--- src/rtl/usb_rx_packet_sequencer.sv ---
// rtl/usb_rx_packet_sequencer.sv - USB RX packet sequencer: PID check, CRC16 strip, LE word packing
// Bytes pass a 2-deep pipe so the trailing CRC never reaches the word assembler.
module usb_rx_packet_sequencer #(
  parameter int MAX_BYTES = 64,
  parameter int CNT_W     = 7
) (
  input  logic             clk,
  input  logic             rst,
  input  logic             receiving,
  input  logic             write_enable,
  input  logic [7:0]       rx_data,
  input  logic             rcv_error,
  output logic             word_valid,
  input  logic             word_ready,
  output logic [31:0]      word_data,
  output logic [3:0]       word_be,
  output logic             word_last,
  output logic [3:0]       pid,
  output logic             pid_valid,
  output logic             pkt_done,
  output logic             pkt_abort,
  output logic             overflow,
  output logic [CNT_W-1:0] byte_count
);

  typedef enum logic [2:0] {
    IDLE, PID, PAYLOAD, FLUSH, DONE, ABORT, WAIT_END
  } state_t;

  state_t             state_q;
  logic [7:0]         pipe0_q, pipe1_q;
  logic [1:0]         pipe_cnt_q;
  logic [31:0]        asm_q;
  logic [2:0]         asm_cnt_q;
  logic               word_valid_q, word_last_q;
  logic [31:0]        word_data_q;
  logic [3:0]         word_be_q;
  logic [3:0]         pid_q;
  logic               pid_valid_q, pkt_done_q, pkt_abort_q, overflow_q;
  logic [CNT_W-1:0]   byte_count_q;
  logic               out_free;
  logic [3:0]         flush_be_d;

  assign out_free = !word_valid_q || word_ready;

  always_comb begin
    flush_be_d = 4'hF;
    case (asm_cnt_q)
      3'd1:    flush_be_d = 4'h1;
      3'd2:    flush_be_d = 4'h3;
      3'd3:    flush_be_d = 4'h7;
      default: flush_be_d = 4'hF;
    endcase
  end

  always_ff @(posedge clk or posedge rst) begin
    if (rst) begin
      state_q      <= IDLE;
      pipe0_q      <= 8'h00;
      pipe1_q      <= 8'h00;
      pipe_cnt_q   <= 2'd0;
      asm_q        <= 32'h0;
      asm_cnt_q    <= 3'd0;
      word_valid_q <= 1'b0;
      word_data_q  <= 32'h0;
      word_be_q    <= 4'h0;
      word_last_q  <= 1'b0;
      pid_q        <= 4'h0;
      pid_valid_q  <= 1'b0;
      pkt_done_q   <= 1'b0;
      pkt_abort_q  <= 1'b0;
      overflow_q   <= 1'b0;
      byte_count_q <= '0;
    end else begin
      pid_valid_q <= 1'b0;
      pkt_done_q  <= 1'b0;
      pkt_abort_q <= 1'b0;
      if (word_valid_q && word_ready) word_valid_q <= 1'b0;
      case (state_q)
        IDLE: if (receiving) state_q <= PID;
        PID: begin
          if (rcv_error) begin
            state_q     <= ABORT;
            pkt_abort_q <= 1'b1;
          end else if (write_enable) begin
            if (rx_data[3:0] == ~rx_data[7:4]) begin
              pid_q        <= rx_data[3:0];
              pid_valid_q  <= 1'b1;
              overflow_q   <= 1'b0;
              byte_count_q <= '0;
              pipe_cnt_q   <= 2'd0;
              asm_q        <= 32'h0;
              asm_cnt_q    <= 3'd0;
              state_q      <= PAYLOAD;
            end else begin
              state_q     <= ABORT;
              pkt_abort_q <= 1'b1;
            end
          end else if (!receiving) begin
            state_q     <= ABORT;
            pkt_abort_q <= 1'b1;
          end
        end
        PAYLOAD: begin
          if (rcv_error) begin
            state_q     <= ABORT;
            pkt_abort_q <= 1'b1;
          end else if (write_enable) begin
            pipe0_q <= rx_data;
            pipe1_q <= pipe0_q;
            if (pipe_cnt_q != 2'd2) begin
              pipe_cnt_q <= pipe_cnt_q + 2'd1;
            end else if (byte_count_q == CNT_W'(MAX_BYTES) ||
                         (asm_cnt_q == 3'd4 && !out_free)) begin
              overflow_q  <= 1'b1;
              state_q     <= ABORT;
              pkt_abort_q <= 1'b1;
            end else begin
              byte_count_q <= byte_count_q + CNT_W'(1);
              // A full word leaves only when the next byte proves it is not the last one.
              if (asm_cnt_q == 3'd4) begin
                word_valid_q <= 1'b1;
                word_data_q  <= asm_q;
                word_be_q    <= 4'hF;
                word_last_q  <= 1'b0;
                asm_q        <= {24'h0, pipe1_q};
                asm_cnt_q    <= 3'd1;
              end else begin
                asm_q[{asm_cnt_q[1:0], 3'b000} +: 8] <= pipe1_q;
                asm_cnt_q <= asm_cnt_q + 3'd1;
              end
            end
          end else if (!receiving) begin
            state_q <= FLUSH;
          end
        end
        FLUSH: begin
          if (rcv_error) begin
            state_q     <= ABORT;
            pkt_abort_q <= 1'b1;
          end else if (asm_cnt_q == 3'd0) begin
            state_q    <= DONE;
            pkt_done_q <= 1'b1;
          end else if (out_free) begin
            word_valid_q <= 1'b1;
            word_data_q  <= asm_q;
            word_be_q    <= flush_be_d;
            word_last_q  <= 1'b1;
            asm_q        <= 32'h0;
            asm_cnt_q    <= 3'd0;
            state_q      <= DONE;
            pkt_done_q   <= 1'b1;
          end
        end
        DONE: begin
          pipe_cnt_q <= 2'd0;
          state_q    <= IDLE;
        end
        ABORT: begin
          pipe_cnt_q   <= 2'd0;
          asm_q        <= 32'h0;
          asm_cnt_q    <= 3'd0;
          byte_count_q <= '0;
          state_q      <= WAIT_END;
        end
        WAIT_END: if (!receiving) state_q <= IDLE;
        default: state_q <= IDLE;
      endcase
    end
  end

  assign word_valid = word_valid_q;
  assign word_data  = word_data_q;
  assign word_be    = word_be_q;
  assign word_last  = word_last_q;
  assign pid        = pid_q;
  assign pid_valid  = pid_valid_q;
  assign pkt_done   = pkt_done_q;
  assign pkt_abort  = pkt_abort_q;
  assign overflow   = overflow_q;
  assign byte_count = byte_count_q;

endmodule
--- config.mk ---
export PLATFORM = sky130hd
export DESIGN_NAME = usb_rx_packet_sequencer
export DESIGN_NICKNAME = d
export VERILOG_FILES = /design/src/rtl/usb_rx_packet_sequencer.sv
export SDC_FILE = /design/constraint.sdc
export NUM_CORES = 1
export LEC_CHECK = 0
export BUFFER_PORTS_ARGS = -buffer_cell sky130_fd_sc_hd__buf_2
export CORE_ASPECT_RATIO = 1.2
export CORE_MARGIN = 1
export CORE_UTILIZATION = 37
export CTS_CLUSTER_SIZE = 24
export DETAILED_ROUTE_END_ITERATION = 10
export SYNTH_ARGS = -nofsm -noshare
export SYNTH_HDL_FRONTEND = slang
export SYNTH_SLANG_ARGS = --single-unit
--- constraint.sdc ---
create_clock -name clk -period 3.2 [get_ports clk]
set_clock_uncertainty 0.1 [all_clocks]
set_input_delay 0.16 -clock clk [delete_from_list [all_inputs] [get_ports clk]]
set_output_delay 0.16 -clock clk [all_outputs]
set_load 0.01 [all_outputs]
==> flow_summary_export.csv, run 1 <==
group,metric,value,unit
run_status,status,"completed",
worst_setup_path,crit_arrival,3.00,ns
routing,drc,0,
worst_setup_path,start_kind,"flop",
sta,finalCritPeriodShare,87.9,%
worst_setup_path,path_max_fanout,20,
sta,tns,0,ns
worst_hold_path,min-delay-start,"receiving",
global_route,grt_pass1_vias,3620,
global_route,grt_start_max_net_pins,57,
clocking,cts_resized,0,
place,dp.final_hpwl,7750,um
power_and_ir_drop,ir_worst_vdd,307,uV
logic_synthesis,synth-edff-count,0,
logic_synthesis,ys_types,54,
global_route,grt_pass1_wl,18200,um
power_and_ir_drop,power_density,638,nW/um^2
worst_setup_path,max_stage_delay,0.52,ns
power_and_ir_drop,p_total,0.00381,W
worst_setup_path,critPathCaptureType,"flop",
sta,slew_viol_final,0,
worst_setup_path,slowest_stage,"dfrtp_1",
routing,route.vias.total,3462,
floorplanning,rows,46,
logic_synthesis,syn-cell-area,5090,um^2
floorplanning,die-width,109,um
clocking,cts_inserted_buffers,9,
global_route,overflow,0,
worst_hold_path,hp-class,"primary input to flop",
logic_synthesis,syn_inst,407,
logic_synthesis,synthFlopType,"dfrtp_1",
layout,areaGrowthSynthToFinish,17.3,%
worst_setup_path,r2r-start,"asm_cnt_q[0]",
logic_synthesis,ys_seq_area_share,53.6,%
clocking,htree_levels,3,
worst_setup_path,path_class,"flop to flop",
floorplanning,io_pins,67,
routing,drt_first_iter_violations,164,
clocking,clock-sinks,109,
logic_synthesis,synth.avg_cell_area,12.5,um^2
layout,final_cells,652,
worst_setup_path,crit_required,3.38,ns
worst_setup_path,cp_num_buf_inv,1,
floorplanning,initial_core_util,38.3,%
place,dp_cells,628,
power_and_ir_drop,total_leakage_power,2.98,nW
layout,final_area,5970,um^2
clocking,clock_latency,0.35,ns
routing,wl,10900,um
place,gp_congestion,0.833,
global_route,antenna_found_initial,0,
place,port_buffers,66,
routing,ant_nets,0,
clocking,cts_tree,"built",
place,dpl_cell_area,5550,um^2
floorplanning,die_area,14200,um^2
worst_setup_path,cp_top_family,"simple AND/OR/NAND/NOR gates",
logic_synthesis,ys.warnings.count,0,
sta,hold_viol,0,
clocking,cts_setup_buffers,0,
sta,finalSetupViolCount,0,
layout,layout.nets,505,
clocking,clockRootBuffer,"clkbuf_16",
worst_setup_path,crit_path_start,"asm_cnt_q[0]",
logic_synthesis,syn_nets,432,
flow_run,drv_cap,0,
clocking,clock_path_buffers,2,
sta,tightest_slew,0.790,ns
sta,layout_min_cycle_time,2.81,ns
layout,diodes,0,
sta,fmax,0.356,GHz
logic_synthesis,synth-async-reset-ratio,100,%
routing,post_drt_wl_per_cell,16.8,um
clocking,postCtsHoldBufs,9,
sta,rsz0062_at_grt,"false",
global_route,grt.total_usage,16.6,%
logic_synthesis,ys_seq_elements,109,
sta,slew_headroom,46.6,%
floorplanning,core,13300,um^2
worst_setup_path,path_cells,"inv_1 -> ha_1 -> and4b_1 -> a2111o_1 -> and3_4 -> nor4_4 -> a22o_1",
floorplanning,fp.dieH,130,um
routing,viasPerCell,5.31,
layout,drive_above_1_share,32.2,%
routing,firstDrtPassIters,4,
clocking,clkTransAtPathRegs,0.07,ns
==> placed cells by master, fill, tap and decap left out, drive strengths merged, types with 8 or more instances in the layout <==
master | Yosys | layout
o31ai | 19 | 19
clkbuf | 6 | 10
inv | 11 | 14
a22o | 8 | 8
mux2 | 57 | 57
nand3 | 10 | 10
buf | 12 | 71
nor2 | 21 | 21
a21oi | 8 | 8
o2bb2ai | 8 | 8
ha | 11 | 11
dlygate4sd3 | 0 | 9
nand2 | 27 | 27
o21ai | 29 | 29
dfrtp | 109 | 109
==> flip-flops by register name, summed over array words and instances, names as in the netlist <==
| signal | cells |
|---|---|
| word_last | 1 |
| word_data | 32 |
| pid | 4 |
| byte_count | 7 |
| asm_cnt_q | 3 |
| pid_valid | 1 |
| pipe0_q | 8 |
| asm_q | 32 |
| overflow | 1 |
| word_be | 4 |
| pipe_cnt_q | 2 |
| state_q | 3 |
| word_valid | 1 |
| pkt_done | 1 |
| pipe1_q | 8 |
| pkt_abort | 1 |
==> layer usage <==
layer / GRT usage [%] / wire length (um) / part of all wire, %
met4: 6.92 / 213 / 1.9
met1: 20.9 / 4760 / 43
met2: 28.0 / 5510 / 50
met3: 3.22 / 466 / 4.3
met5: 0 / 0 / 0
==> path summary, 6_finish.rpt <==
| path | end | slack [ns] | cells past startpoint |
|---|---|---|---|
| setup / recovery | asm_q[15] | 0.39 | 7 |
| hold reg to reg | word_be[0] | 0.37 | 1 |
| min in group asynchronous | pid[2] | 0.38 | 3 |
| setup reg to reg | asm_q[15] | 0.39 | 7 |
| max in group asynchronous | word_be[0] | 1.89 | 4 |
| hold / removal | pkt_abort | 0.09 | 4 |
==> stage by stage <==
step	hold slack (ns)	utilization (%)	worst slack, ns
detailed placement	0.231	41.8	0.418
global route	0.142	44.9	0.165
floorplan	0.211	-	0.0661
finish	0.0947	44.9	0.388
global placement	0.224	41.8	0.508
CTS	0.0840	44.9	0.394
==> worst register-to-register path: cells and delay by family (launching register included) <==
kind | cells | cell delay (ns)
buffers and inverters | 1 | 0.16
AOI/OAI and AO/OA | 2 | 0.62
adders and majority gates | 1 | 0.34
and+or+nand+nor | 3 | 1.03
DFF | 1 | 0.52
==> layout make-up <==
cell class | count | area (um^2)
well taps | 168 | 210
flip-flops and latches | 109 | 2730
multi-input cells | 269 | 2190
clock buffers | 10 | 239
repair buffers | 80 | 470
clock inverters | 5 | 88.8
fillers | 1236 | 7330
inverters | 11 | 43.8
==> power breakdown <==
part           internal [W]  switching [W]
logic              0.000350       0.000504
registers           0.00155       0.000174
clock network      0.000715       0.000514
total               0.00261        0.00119
==> Yosys cell counts, types with 2 or more instances <==
library cell  number  area (um^2)
o22a_1             5         43.8
mux2i_1            2         20.0
and3_1             3         18.8
nor4_4             2         42.5
o211ai_1           3         22.5
nand3_1           10         50.1
a22o_1             8         70.1
nor3_1             3         15.0
nor2_1            20         75.1
buf_6              8         90.1
o21ai_1           10         50.1
nand4b_1           2         17.5
inv_1             11         41.3
ha_1              11          138
buf_2              4         20.0
nor4bb_1           3         30.0
o2bb2ai_1          8         70.1
o41ai_1            2         17.5
nand2_1           26         97.6
clkbuf_1           6         22.5
nor2b_1            7         43.8
o2111ai_1          2         17.5
o31ai_1           19          143
mux2_4            29          435
a21oi_1            8         40.0
nand2b_1           7         43.8
o21ai_0           19         95.1
dfrtp_1          109         2730
or2_2              2         12.5
nand4_1            2         12.5
a211o_1            2         17.5
a21o_1             2         15.0
mux2_2            28          315
xnor2_1            4         35.0
==> cell families (layout without fill, tap and decap cells) <==
family,count (synthesis),count (layout),share of synthesized area (%)
flops,109,109,53.6
simple gates,98,98,11.0
buf+inv,29,106,3.42
xor+xnor,4,4,0.688
fa+ha+maj,11,11,2.70
compound gates,97,97,13.4
mux,59,59,15.1
No activity file was read; power rests on OpenSTA's default activity.
==> run 2: changes to the inputs <==
Settings changed: ABC_AREA set to 1.
==> run 2 against run 1 <==
Compared with the run above:
- the run now ends with DRC left
- flip-flop and latch count is the same
- clock power shrank 11%
- routed wire length grew 7.1%
- core utilization shrank 0.59 points
- hold slack lost 0.078 ns
- first-iteration DRC count grew 40%
- via count grew 30%
- cell area grew 3.0%
- non-clock buffer count shrank 1
- sequential share of layout area shrank 1.3 points
- die area grew 4.3%
- largest cell class unchanged
==> flow_summary_export.csv, run 2 <==
group,metric,value,unit
worst_setup_path,cp_top_family,"simple AND/OR/NAND/NOR gates",
floorplanning,die-width,111,um
layout,n_fill_cell,1397,
logic_synthesis,syn_nets,696,
floorplanning,fp.dieH,133,um
sta,holdWs,0.0172,ns
global_route,overflow,0,
logic_synthesis,ys.warnings.count,0,
routing,drt_first_iter_violations,229,
logic_synthesis,synth-async-reset-ratio,100,%
worst_setup_path,critPathCaptureType,"flop",
routing,viasPerCell,4.93,
worst_setup_path,crit_arrival,2.87,ns
logic_synthesis,syn_inst,671,
global_route,antenna_found_initial,0,
logic_synthesis,ys_seq_elements,109,
global_route,grt_start_max_net_pins,63,
clocking,clock_path_buffers,2,
place,dp_cells,891,
layout,drive_above_1_share,16.0,%
layout,layout.nets,763,
layout,diodes,0,
logic_synthesis,ys_top_cells_by_count,"nand2_1, dfrtp_1, nor2_1, nand4_1, inv_1",
worst_setup_path,crit_required,3.35,ns
worst_setup_path,crit_top_cell,"nand2_1",
sta,rsz0062_at_grt,"false",
run_status,status,"complete, but fails checks",
place,port_buffers,66,
logic_synthesis,synth_top_area_share,51.3,%
place,dp.final_hpwl,8330,um
sta,tightest_slew,0.806,ns
worst_hold_path,hp-class,"primary input to flop",
logic_synthesis,synth_area_leaders,"dfrtp_1, nand2_1, nand4_1",
worst_setup_path,cp_num_buf_inv,2,
logic_synthesis,syn-cell-area,5310,um^2
sta,layout_min_cycle_time,2.72,ns
clocking,clock_latency,0.36,ns
worst_setup_path,start_kind,"flop",
global_route,grt_pass1_wl,20300,um
clocking,clockRootBuffer,"clkbuf_16",
place,gp_congestion,0.859,
logic_synthesis,synth_top_area_cell,"dfrtp_1",
routing,drc,8,
sta,slew_headroom,46.3,%
routing,ant_nets,0,
sta,tns,0,ns
global_route,grt_pass1_vias,4330,
clocking,clkTransAtPathRegs,0.07,ns
clocking,cts_resized,0,
floorplanning,die_area,14800,um^2
logic_synthesis,ys_types,36,
routing,post_drt_wl_per_cell,12.8,um
logic_synthesis,ys_seq_area_share,51.3,%
power_and_ir_drop,ir_worst_vdd,321,uV
sta,slew_viol_final,0,
clocking,htree_levels,3,
logic_synthesis,synth-edff-count,0,
worst_setup_path,path_max_fanout,37,
power_and_ir_drop,total_leakage_power,3.33,nW
clocking,cts_inserted_buffers,9,
layout,areaGrowthSynthToFinish,15.8,%
power_and_ir_drop,p_total,0.00413,W
floorplanning,initial_core_util,38.3,%
global_route,grt.total_usage,16.8,%
worst_setup_path,slowest_stage,"dfrtp_1",
logic_synthesis,synth.avg_cell_area,7.92,um^2
routing,firstDrtPassIters,8,
worst_setup_path,max_stage_delay,0.58,ns
sta,fmax,0.368,GHz
run_status,violations,"DRC",
layout,final_cells,914,
logic_synthesis,post-synth-top-count-cell,"nand2_1",
floorplanning,rows,47,
sta,finalCritPeriodShare,84.9,%
power_and_ir_drop,power_density,671,nW/um^2
clocking,clock-sinks,109,
worst_setup_path,path_cells,"inv_1 -> ha_1 -> nand2_1 -> inv_2 -> nand2_1 -> nand2_2 -> nand2_1 -> nand2_2 -> nor2_8 -> nand3_2 -> nand2_1 -> nand2_1",
logic_synthesis,synthFlopType,"dfrtp_1",
clocking,cts_tree,"built",
sta,hold_viol,0,
floorplanning,core,13900,um^2
layout,layout.cells.most_common,"nand2_1",
layout,layout_common_cells,"nand2_1, dfrtp_1, buf_2",
worst_setup_path,path_class,"flop to flop",
flow_run,drv_cap,0,
floorplanning,io_pins,67,
worst_setup_path,r2r_slack,0.48,ns
sta,finalSetupViolCount,0,
routing,wl,11700,um
routing,route.vias.total,4502,
## run 2: cell types whose count changed in the layout (fill, tap and decap cells not counted), moves of 22 or more
cell / change
nor2_1: +40
inv_1: +22
mux2_2: -28
nand2_1: +269
mux2_4: -29
nand4_1: +41
## run 2: path summary, 6_finish.rpt
kind	depth (start not counted)	from	end
worst max register to register	12	asm_cnt_q[0]	asm_q[17]
worst max-delay path	12	asm_cnt_q[0]	asm_q[17]
worst min register to register	1	word_be[0]	word_be[0]
max in group asynchronous	4	rst	word_data[2]
min in group asynchronous	3	rst	word_data[26]
worst min-delay path	3	rx_data[4]	pipe0_q[4]
## run 2: logic make-up (layout without fill, tap and decap cells)
logic type               count (synthesis)  count (layout)  share of synthesized area [%]
buffers and inverters                   70             142                           5.68
AND/OR/NAND/NOR                        436             436                           35.2
adder cells (fa/ha/maj)                 11              11                           2.59
AO/OA/AOI/OAI                           42              42                           4.73
flip-flops                             109             109                           51.3
XOR/XNOR                                 3               3                          0.495
## run 2: where the power goes
| group | internal [W] | switching (W) | leakage [nW] |
|---|---|---|---|
| clock network | 0.000560 | 0.000529 | 0.138 |
| logic | 0.000374 | 0.000959 | 1.70 |
| registers | 0.00155 | 0.000156 | 1.49 |
| total | 0.00249 | 0.00164 | 3.33 |
## run 2: what timing repair did
action,CTS,global route
hold buffers,7,0
setup buffers,0,0
hold endpoints to repair,69,0
## run 2: stage by stage
stage | cell area (um^2) | setup WS (ns) | utilization (%)
2_1_floorplan | 5310 | 0.0661 | -
3_3_place_gp | 5790 | 0.625 | 41.7
3_5_place_dp | 5790 | 0.511 | 41.7
4_1_cts | 6150 | 0.487 | 44.3
5_1_grt | 6150 | 0.243 | 44.3
6_report | 6150 | 0.482 | 44.3
## run 2: metal layers
layer  track usage, %  vias up  wire length, um
met2             28.2      107             5680
li1                 -     2275                -
met5                0        -                0
met3             2.82       17              470
met1             21.3     2103             5320
met4             7.58        0              257
## run 2: worst reg2reg max path, cell delays in order (launching register included)
cell	delay, ns
dfrtp_1	0.58
inv_1	0.26
ha_1	0.31
nand2_1	0.09
inv_2	0.07
nand2_1	0.08
nand2_2	0.10
nand2_1	0.09
nand2_2	0.10
nor2_8	0.39
nand3_2	0.26
nand2_1	0.14
nand2_1	0.05
## run 2: final cells by class
| class | instances | area (um^2) | share of cell area [%] |
|---|---|---|---|
| flip-flops and latches | 109 | 2730 | 44.4 |
| clock buffers | 11 | 243 | 3.95 |
| clock inverters | 5 | 45.0 | 0.732 |
| repair buffers | 79 | 458 | 7.45 |
| multi-input cells | 492 | 2280 | 37.1 |
| well taps | 171 | 214 | 3.48 |
| inverters | 47 | 179 | 2.91 |
==> run 3: changes to the inputs <==
Settings changed: ABC_AREA 1 to 0.
Clock period 3.2 ns to 2.6 ns, I/O delays scaled along.
==> run 3 against run 2 <==
Compared with the run above:
- the run now ends clean
- die area fell by 4.1%
- flip-flop and latch count stayed put
- combinational power decreased by 13%
- cell area fell by 0.83%
- hold slack better by 0.064 ns
- sequential share of layout area rose by 0.37 points
- worst setup slack got worse by 0.33 ns
- sequential power increased by 23%
- fmax is 11% higher
- cell count is 27% lower
- register-to-register slack worse by 0.33 ns
- routed wire length fell by 6.1%
- critical endpoint is now word_data[7]
- largest cell class unchanged
- largest power group unchanged
==> flow_summary_export.csv, run 3 (synthesis results as in run 1) <==
group,metric,value,unit
sta,slew_viol_final,0,
layout,diodes,0,
power_and_ir_drop,ir_worst_vdd,401,uV
place,dp.final_hpwl,7970,um
global_route,grt_pass1_wl,18200,um
layout,layout.cells.most_common,"dfrtp_1",
layout,areaGrowthSynthToFinish,19.8,%
clocking,clock_latency,0.35,ns
routing,route.vias.total,3472,
clocking,cts_inserted_buffers,9,
clocking,cts_setup_buffers,0,
global_route,grt.total_usage,16.7,%
sta,layout_min_cycle_time,2.45,ns
routing,ant_nets,0,
worst_hold_path,hp-class,"primary input to flop",
global_route,antenna_found_initial,0,
sta,rsz0062_at_grt,"false",
routing,viasPerCell,5.20,
sta,tns,0,ns
clocking,cts_tree,"built",
floorplanning,core,13300,um^2
worst_setup_path,crit_required,2.74,ns
layout,layout.nets,520,
place,gp_congestion,0.869,
sta,tightest_slew,0.656,ns
layout,multi_input_area,2190,um^2
routing,wl,11000,um
clocking,clockRootBuffer,"clkbuf_16",
worst_setup_path,critPathCaptureType,"flop",
layout,final_util,45.9,%
routing,drc,0,
floorplanning,die-width,109,um
routing,firstDrtPassIters,4,
worst_setup_path,crit_arrival,2.59,ns
sta,slew_headroom,56.1,%
floorplanning,fp.dieH,130,um
place,dp_cells,643,
global_route,grt_start_max_net_pins,82,
sta,hold_viol,0,
sta,finalSetupViolCount,0,
worst_setup_path,max_stage_delay,0.43,ns
global_route,overflow,0,
layout,layout_common_cells,"dfrtp_1, buf_2, mux2_4",
layout,final_cells,668,
power_and_ir_drop,power_density,777,nW/um^2
worst_setup_path,path_class,"flop to flop",
worst_setup_path,path_max_fanout,16,
worst_setup_path,slowest_stage,"dfrtp_1",
routing,post_drt_wl_per_cell,16.5,um
place,port_buffers,66,
floorplanning,rows,46,
worst_setup_path,start_kind,"flop",
clocking,htree_levels,3,
clocking,clkTransAtPathRegs,0.08,ns
worst_setup_path,cp_num_buf_inv,2,
power_and_ir_drop,total_leakage_power,3.06,nW
run_status,status,"completed",
worst_setup_path,path_cells,"inv_2 -> ha_2 -> nand2_2 -> nor4bb_1 -> nand3_1 -> a211o_2 -> buf_4 -> mux2_4",
layout,regArea,2730,um^2
global_route,grt_pass1_vias,3577,
floorplanning,die_area,14200,um^2
flow_run,drv_cap,0,
floorplanning,io_pins,67,
worst_setup_path,cp_top_family,"simple AND/OR/NAND/NOR gates",
floorplanning,initial_core_util,38.3,%
layout,final_area,6100,um^2
sta,finalCritPeriodShare,94.2,%
sta,fmax,0.408,GHz
routing,drt_first_iter_violations,168,
clocking,clock-sinks,109,
clocking,clock_path_buffers,2,
place,dpl_cell_area,5680,um^2
layout,n_fill_cell,1227,
layout,drive_above_1_share,34.8,%
==> run 3: changes by cell type in the layout (fill, tap and decap cells not counted), sizes merged, moves of 8 or more <==
| cell | change |
|---|---|
| nand4 | -41 |
| a22o | +8 |
| inv | -34 |
| nand2 | -272 |
| buf | +14 |
| nor2 | -44 |
| o2bb2ai | +8 |
| mux2 | +57 |
| o31ai | +19 |
==> run 3: worst reg2reg max path, cell delays in order, from the launching register on <==
cell and delay (ns):
dfrtp_1 0.43, inv_2 0.12, ha_2 0.23, nand2_2 0.09, nor4bb_1 0.31, nand3_1 0.11
a211o_2 0.38, buf_4 0.24, mux2_4 0.33
==> run 3: repair_timing <==
| item | 4_1_cts | 5_1_grt |
|---|---|---|
| endpoints found under the hold margin | 40 | 0 |
| resized for setup | 0 | 2 |
| setup endpoints to repair | 0 | 37 |
| hold buffers | 9 | 0 |
==> run 3: metal layers <==
metal | routed length (um) | part of all wire (%) | global-route usage, %
met2 | 5580 | 51 | 28.1
met5 | 0 | 0 | 0
met4 | 199 | 1.8 | 6.52
met3 | 313 | 2.8 | 2.83
met1 | 4910 | 45 | 21.5
==> run 3: worst paths after layout <==
check                           slack (ns)          from  cells after the start             to
worst max-delay path                  0.15  asm_cnt_q[1]                      8   word_data[7]
worst min-delay path                  0.08     receiving                      4      pkt_abort
worst max register to register        0.15  asm_cnt_q[1]                      8   word_data[7]
worst min register to register        0.36    word_be[0]                      1     word_be[0]
max in group asynchronous             1.30           rst                      4     state_q[2]
min in group asynchronous             0.30           rst                      3  word_data[21]
==> run 3: per-stage QoR <==
step	worst slack, ns	total power [W]	hold slack (ns)
2_1_floorplan	0.111	0.00293	0.181
3_3_place_gp	0.168	0.00325	0.139
3_5_place_dp	0.0786	0.00328	0.147
4_1_cts	0.0568	0.00476	0.0662
5_1_grt	0.0451	0.00499	0.117
6_report	0.151	0.00474	0.0809
==> run 3: layout make-up <==
type	count	area share [%]
inverters	11	0.739
clock buffers	11	4.14
well taps	168	3.45
flip-flops and latches	109	44.7
repair buffers	95	9.77
clock inverters	5	1.23
multi-input cells	269	35.9
==> run 3: report_power, final <==
group	internal (W)	total, W	switching (W)
Clock	0.000823	0.00148	0.000661
Combinational	0.000502	0.00116	0.000655
Sequential	0.00191	0.00210	0.000191
Total	0.00323	0.00474	0.00151
